File: src/rtl/debounce_pulso_botones.sv
// Push-button front end: two-flop sync, per-button debounce, one-cycle press pulse
// and auto-repeat on the four direction buttons (boton_elige never repeats).
module debounce_pulso_botones #(
  parameter int DEBOUNCE_CYCLES = 250000,
  parameter int CNT_W           = 18,
  parameter int REPEAT_EN       = 1,
  parameter int REPEAT_DELAY    = 12500000,
  parameter int REPEAT_PERIOD   = 5000000,
  parameter int REP_W           = 24
) (
  input  logic       _clk_,
  input  logic       _reset_,
  input  logic       boton_arriba_in,
  input  logic       boton_abajo_in,
  input  logic       boton_izq_in,
  input  logic       boton_der_in,
  input  logic       boton_elige_in,
  output logic       boton_arriba_out,
  output logic       boton_abajo_out,
  output logic       boton_izq_out,
  output logic       boton_der_out,
  output logic       boton_elige_out,
  output logic [4:0] botones_estado
);

  // state    | meaning
  // ESTABLE  | synced input equals debounced level, counter idle
  // CONTANDO | synced input differs, counting persistence cycles
  // REPOSO   | no press pending (released, or elige held)
  // ESPERA   | pressed, waiting REPEAT_DELAY for the first repeat
  // REPITE   | held, one pulse every REPEAT_PERIOD
  typedef enum logic {ESTABLE, CONTANDO} deb_state_t;
  typedef enum logic [1:0] {REPOSO, ESPERA, REPITE} rep_state_t;

  localparam logic [CNT_W-1:0] DEB_LAST    = CNT_W'(DEBOUNCE_CYCLES - 1);
  localparam logic [REP_W-1:0] DELAY_LAST  = REP_W'(REPEAT_DELAY - 1);
  localparam logic [REP_W-1:0] PERIOD_LAST = REP_W'(REPEAT_PERIOD - 1);

  logic [4:0] raw;
  logic [4:0] pulse;
  logic [4:0] level_all;

  assign raw = {boton_elige_in, boton_der_in, boton_izq_in, boton_abajo_in, boton_arriba_in};

  for (genvar i = 0; i < 5; i++) begin : g_btn
    localparam bit CAN_REPEAT = (REPEAT_EN != 0) && (i != 4);

    logic             sync1;
    logic             sync2;
    logic             level;
    logic             level_d;
    logic             out_q;
    deb_state_t       deb_state;
    logic [CNT_W-1:0] deb_cnt;
    rep_state_t       rep_state;
    logic [REP_W-1:0] rep_cnt;

    always_ff @(posedge _clk_ or negedge _reset_) begin
      if (!_reset_) begin
        sync1 <= 1'b0;
        sync2 <= 1'b0;
      end else begin
        sync1 <= raw[i];
        sync2 <= sync1;
      end
    end

    always_ff @(posedge _clk_ or negedge _reset_) begin
      if (!_reset_) begin
        deb_state <= ESTABLE;
        deb_cnt   <= '0;
        level     <= 1'b0;
      end else begin
        case (deb_state)
          ESTABLE: begin
            deb_cnt <= '0;
            if (sync2 != level) deb_state <= CONTANDO;
          end
          CONTANDO: begin
            if (sync2 == level) begin
              deb_cnt   <= '0;
              deb_state <= ESTABLE;
            end else if (deb_cnt == DEB_LAST) begin
              level     <= ~level;
              deb_cnt   <= '0;
              deb_state <= ESTABLE;
            end else begin
              deb_cnt <= deb_cnt + 1'b1;
            end
          end
          default: begin
            deb_cnt   <= '0;
            deb_state <= ESTABLE;
          end
        endcase
      end
    end

    // A released level wins over any repeat that falls due in the same cycle.
    always_ff @(posedge _clk_ or negedge _reset_) begin
      if (!_reset_) begin
        rep_state <= REPOSO;
        rep_cnt   <= '0;
        level_d   <= 1'b0;
        out_q     <= 1'b0;
      end else begin
        level_d <= level;
        out_q   <= 1'b0;
        if (!level) begin
          rep_state <= REPOSO;
          rep_cnt   <= '0;
        end else begin
          case (rep_state)
            REPOSO: begin
              rep_cnt <= '0;
              if (!level_d) begin
                out_q <= 1'b1;
                if (CAN_REPEAT) rep_state <= ESPERA;
              end
            end
            ESPERA: begin
              if (rep_cnt == DELAY_LAST) begin
                out_q     <= 1'b1;
                rep_cnt   <= '0;
                rep_state <= REPITE;
              end else begin
                rep_cnt <= rep_cnt + 1'b1;
              end
            end
            REPITE: begin
              if (rep_cnt == PERIOD_LAST) begin
                out_q   <= 1'b1;
                rep_cnt <= '0;
              end else begin
                rep_cnt <= rep_cnt + 1'b1;
              end
            end
            default: begin
              rep_state <= REPOSO;
              rep_cnt   <= '0;
            end
          endcase
        end
      end
    end

    assign pulse[i]     = out_q;
    assign level_all[i] = level;
  end

  assign boton_arriba_out = pulse[0];
  assign boton_abajo_out  = pulse[1];
  assign boton_izq_out    = pulse[2];
  assign boton_der_out    = pulse[3];
  assign boton_elige_out  = pulse[4];
  assign botones_estado   = level_all;

endmodule

File: config.mk
export PLATFORM = sky130hd
export DESIGN_NAME = debounce_pulso_botones
export DESIGN_NICKNAME = d
export VERILOG_FILES = /design/src/rtl/debounce_pulso_botones.sv
export SDC_FILE = /design/constraint.sdc
export NUM_CORES = 1
export LEC_CHECK = 0
export CAP_MARGIN = 20
export CORE_ASPECT_RATIO = 0.7
export CORE_MARGIN = 4
export CORE_UTILIZATION = 40
export DETAILED_ROUTE_END_ITERATION = 10
export GPL_ROUTABILITY_DRIVEN = 0
export SLEW_MARGIN = 0
export SYNTH_ARGS = -nofsm -noshare
export SYNTH_HDL_FRONTEND = slang
export SYNTH_SLANG_ARGS = --single-unit
File: constraint.sdc
create_clock -name _clk_ -period 2.1 [get_ports _clk_]
set_input_delay 0.42 -clock _clk_ [delete_from_list [all_inputs] [get_ports _clk_]]
set_output_delay 0.42 -clock _clk_ [all_outputs]
set_load 0.1 [all_outputs]
[Yosys cells after proc, flatten, opt, wreduce, memory -nomap -nowiden]
Cells that the tools add are included.
Storage, ports and cells
  register bits: 250
  logic and storage cells: 234
Operators by class
  add/subtract/negate cells: 10
  equality and inequality tests: 49
  muxes and demuxes: 99
  bitwise logic cells: 15
  reduce and logical (&&, ||, !) cells: 16
Operator list (count)
  24-bit 2-to-1 mux: 15
  24-bit one-hot mux with 2 select lines: 5
  18-bit 2-to-1 mux: 10
  18-bit one-hot mux with 2 select lines: 5
  24-bit by 1-bit adder with 24-bit output, second input constant: 5
  24-bit by 23-bit equality test with 1-bit output, second input constant: 5
  24-bit equality test, second input constant: 5
  18-bit by 1-bit adder with 18-bit output, second input constant: 5
  18-bit equality test, second input constant: 5
  1-bit 2-to-1 mux: 35
  2-bit 2-to-1 mux: 14
  3-bit inequality test, second input constant: 9
  3-bit AND reduction: 9
  2-bit one-hot mux with 3 select lines: 4
  1-bit NOT: 15
  1-bit one-hot mux with 3 select lines: 5
  2-bit by 1-bit equality test with 1-bit output, second input constant: 5
  2-bit equality test, second input constant: 5
  2-bit logical NOT: 5
  2-bit inequality test, second input constant: 5
  1-bit one-hot mux with 2 select lines: 5
  1-bit equality test: 5
  1-bit inequality test: 5
  2-bit one-hot mux with 2 select lines: 1
  2 further kinds: 2

[Logic depth before layout (Yosys ltp)]
  word-level depth: 4
  gate-level depth with buffers: 8

[Worst setup path before layout]
OpenSTA, ideal clock, no wires.
  kind: register -> register
  start: reg g_btn[2].rep_cnt[0]
  end: reg g_btn[2].rep_cnt[19]
  setup time: 119 ps
  arrival: 1862 ps
  path slack: 120 ps
  stages on the path, launching flop included: 8
  period minus slack after synthesis: 1980 ps
  path through: dfrtp_1 -> ha_1 -> nand4_1 -> or4b_1 -> o21ai_2 -> a21o_2 -> buf_4 -> nor2_1
Between the ends
  longest elaborated chain between the ends: 4
Ends and longest elaborated chain
  start, declared: RTL line 56  | logic [REP_W-1:0] rep_cnt;
  start signal, assigned: RTL line 127  | rep_cnt <= rep_cnt + 1'b1;
  start signal, assigned: RTL line 135  | rep_cnt <= rep_cnt + 1'b1;
  24-bit by 1-bit adder with 24-bit output (tied with other cells): RTL line 127, 135
  24-bit 2-to-1 mux, on equally long branches: RTL line 131, 122
  24-bit one-hot mux with 2 select lines *: RTL line 113  | case (rep_state)
  24-bit 2-to-1 mux *: RTL line 109  | if (!level) begin
Every way passes the cells marked *; elsewhere a longest branch is shown, timed or not.
A chain may end at the register's enable or synchronous reset.

[Worst setup path after layout]
  start: reg g_btn[0].rep_cnt[5]
  end: reg g_btn[0].rep_cnt[19]
Between the ends
  longest elaborated chain between the ends: 4
Ends and longest elaborated chain (RTL line)
  start, declared: 56
  start signal, assigned: 127
  start signal, assigned: 135
  24-bit by 1-bit adder with 24-bit output (tied with other cells): 127, 135
  24-bit 2-to-1 mux, on equally long branches: 131, 122
  24-bit one-hot mux with 2 select lines *: 113
  24-bit 2-to-1 mux *: 109
Marked as above.

==> results.toml <==
[run_status]
outcome = "completed"

[clock_network]
clk_latency_ps = 510
postCtsSetupRepairBufs = 0
clock-root-buffer = "clkbuf_16"
cts_buffer_depth = 3
numCtsBuffers = 23
cts-htree-levels = 1
cts_sinks = 224
cts_tree = "yes"
clk_pin_slew_ps = 60

[setup_path]
endpoint_kind = "register"
r2r_start = "g_btn[0].rep_cnt[5]"
critical_path_class = "reg2reg"
crit_fanout = 15
path_delay_family = "simple AND/OR/NAND/NOR gates"
r2r_end = "g_btn[0].rep_cnt[19]"
crit_buf_inv = 1
reg2reg_slack_ps = 110
critPathRequiredTime_ps = 2500
crit_arrival_ps = 2390
path_cells = "nor4bb_2, nand4_1, o41ai_4, a21o_2, buf_12, nor2_1"
startpoint_type = "register"
reg2regPathDepth = 6
critPathSlowestCell = "dfrtp_1"
slowest_delay_ps = 420

[routing]
wirelength_um = 20130
drt_iter0_markers = 441
first_pass_iters = 5
ant_nets = 0
num_vias = 7700
routedWlPerCell_um = 12.95
via_per_inst = 4.955
drc = 0

[grt]
first_global_vias = 7313
grt_max_degree = 76
grt.overflow.total = 0
grt_first_pass_wirelength_um = 35570
grt.total_usage_pct = 13.62
antenna_found_initial = 0

[timing]
holdWs_ps = 300.7
max_freq_ghz = 0.5018
min_period_over_period_pct = 94.90
setup_viol = 0
finalMaxSlewViolations = 0
finalHoldViolCount = 0
slew_headroom_pct = 63.73
tightest_slew_ps = 539.9
period_needed_ps = 1993
fin_skew_ps = 16.72

[final_layout]
layout_common_cells = "nor2_1 (225), dfrtp_1 (224), xnor2_1 (86)"
drive_gt1_share_pct = 10.92
syn_to_final_growth_pct = 15.51
final_common_cell = "nor2_1"
n_antenna_cell = 0
final.fill_count = 2523
multi_input_area_um2 = 5174
fin_area_um2 = 12800
ff_latch_area_um2 = 5605
nets = 1210

[power]
p_seq_share_pct = 49.1
power_density_nw_per_um2 = 692.0
intPower_mw = 7.054
switching_share_pct = 20.39
max-vdd-ir-drop_mv = 0.4743
p_sw_mw = 1.806
power_frac_comb_pct = 1.8
pwr-share-clk_pct = 49.0
p_leak_nw = 5.143

[logic_synthesis]
ys_seq_area_share_pct = 50.57
netlist_instances = 1121
syn_area_um2 = 11080
syn_avg_cell_area_um2 = 9.888
synth_edf_count = 0
async_flop_share_pct = 100.0
ys_warn_count = 0
yosysUniqueCellTypes = 55
ys.flop_type = "dfrtp_1"
synth_seq_cells = 224
syn-num-nets = 1157

[floorplanning]
ios = 17
initial_utilization_pct = 41.01
die-width_um = 207.0
dieArea_um2 = 30480
rows = 50
die-height_um = 147.3
coreArea_um2 = 27030

[place]
numPortBuffers = 16
dp_hpwl_um = 13690
placed_area_um2 = 11940

[min_path]
hp-class = "in2async"

[flow_run]
maxCapViolations = 0
-- sequential cells by signal, indices dropped and copies added, names as in the netlist --
register / flops
boton_der_out: 1
boton_izq_out: 1
g_btn.deb_cnt: 90
g_btn.rep_cnt: 96
boton_arriba_out: 1
g_btn.level: 5
g_btn.level_d: 5
g_btn.rep_state: 8
boton_abajo_out: 1
g_btn.sync2: 5
g_btn.sync1: 5
boton_elige_out: 1
g_btn.deb_state: 5
-- what timing repair did --
action	CTS	global route
endpoints found under the hold margin	19	0
resized for setup	0	9
endpoints found under the setup margin	0	67
hold buffers	1	0
-- logic make-up after synthesis --
logic type / after synthesis / share of synthesized area, %
flops: 224 / 50.57
compound gates: 40 / 2.630
mux: 6 / 0.5982
xor+xnor: 171 / 13.51
fa+ha+maj: 29 / 3.274
buf+inv: 76 / 3.149
simple gates: 575 / 26.27
-- per-stage QoR --
step	utilization (%)	power, mW	std cells	setup slack (ps)	TNS, ps
after floorplan	-	4.478	1121	119.7	0
after global placement	44.16	4.605	1512	-15.86	-165.0
after detailed placement	44.16	4.605	1512	18.50	0
after CTS	47.21	9.007	1554	18.47	0
after global routing	47.38	9.211	1554	-12.53	-12.53
final	47.38	8.860	1554	107.0	0
-- how the worst max path moves through the flow --
stage | cells after the start | end | from
final | 6 | g_btn[0].rep_cnt[19] | g_btn[0].rep_cnt[5]
after global routing | 7 | g_btn[2].rep_cnt[22] | g_btn[2].rep_cnt[0]
after CTS | 6 | g_btn[0].rep_cnt[19] | g_btn[0].rep_cnt[5]
after detailed placement | 6 | g_btn[0].rep_state[0] | g_btn[0].rep_cnt[5]
after global placement | 6 | g_btn[0].rep_cnt[20] | g_btn[0].rep_cnt[22]
after floorplan | 7 | g_btn[2].rep_cnt[19] | g_btn[2].rep_cnt[0]
-- synthesized netlist by cell type, types with 3 or more instances --
library cell | number | area, um^2
nor2_1 | 225 | 844.6
dfrtp_1 | 224 | 5605
xnor2_1 | 86 | 753.2
xor2_1 | 85 | 744.5
nand3_1 | 77 | 385.4
nand2_1 | 76 | 285.3
inv_1 | 43 | 161.4
nand4_1 | 40 | 250.2
nor3_1 | 33 | 165.2
ha_1 | 29 | 362.9
and4_1 | 23 | 201.4
nor4_1 | 18 | 112.6
and3_1 | 15 | 93.84
a21oi_1 | 12 | 60.06
buf_2 | 12 | 60.06
nor4b_1 | 12 | 105.1
clkbuf_1 | 11 | 41.29
and2_1 | 8 | 50.05
buf_4 | 7 | 52.55
nand3b_1 | 7 | 52.55
o21ai_0 | 7 | 35.03
nor3_2 | 5 | 50.05
nor4bb_1 | 5 | 50.05
or2_2 | 5 | 31.28
a211oi_1 | 4 | 30.03
mux2_2 | 4 | 45.04
or3_1 | 4 | 25.02
buf_6 | 3 | 33.78
nor2b_1 | 3 | 18.77
or4_1 | 3 | 22.52
-- power by group through the flow --
| stage | Sequential (mW) | Clock, mW | Combinational (mW) |
|---|---|---|---|
| floorplan | 4.43 | 0 | 0.0472 |
| global placement | 4.43 | 0 | 0.172 |
| detailed placement | 4.43 | 0 | 0.172 |
| CTS | 4.35 | 4.48 | 0.175 |
| global route | 4.35 | 4.66 | 0.194 |
| finish | 4.35 | 4.34 | 0.163 |
-- layer usage --
| layer | up-vias | wire [um] | track usage [%] | part of all wire [%] |
|---|---|---|---|---|
| met1 | 3677 | 10860 | 21.87 | 54 |
| met4 | 0 | 320 | 2.411 | 1.6 |
| li1 | 3895 | - | - | - |
| met5 | - | 0 | 0 | 0 |
| met2 | 99 | 8207 | 19.16 | 41 |
| met3 | 29 | 741 | 2.670 | 3.7 |
-- area by class of cell --
cell class	count	area share (%)
flip-flops and latches	224	43.78
multi-input cells	821	40.41
clock buffers	29	5.062
repair buffers	61	4.632
well taps	364	3.557
clock inverters	12	1.300
inverters	43	1.261
Note: power is estimated with default switching activity, not from simulation.
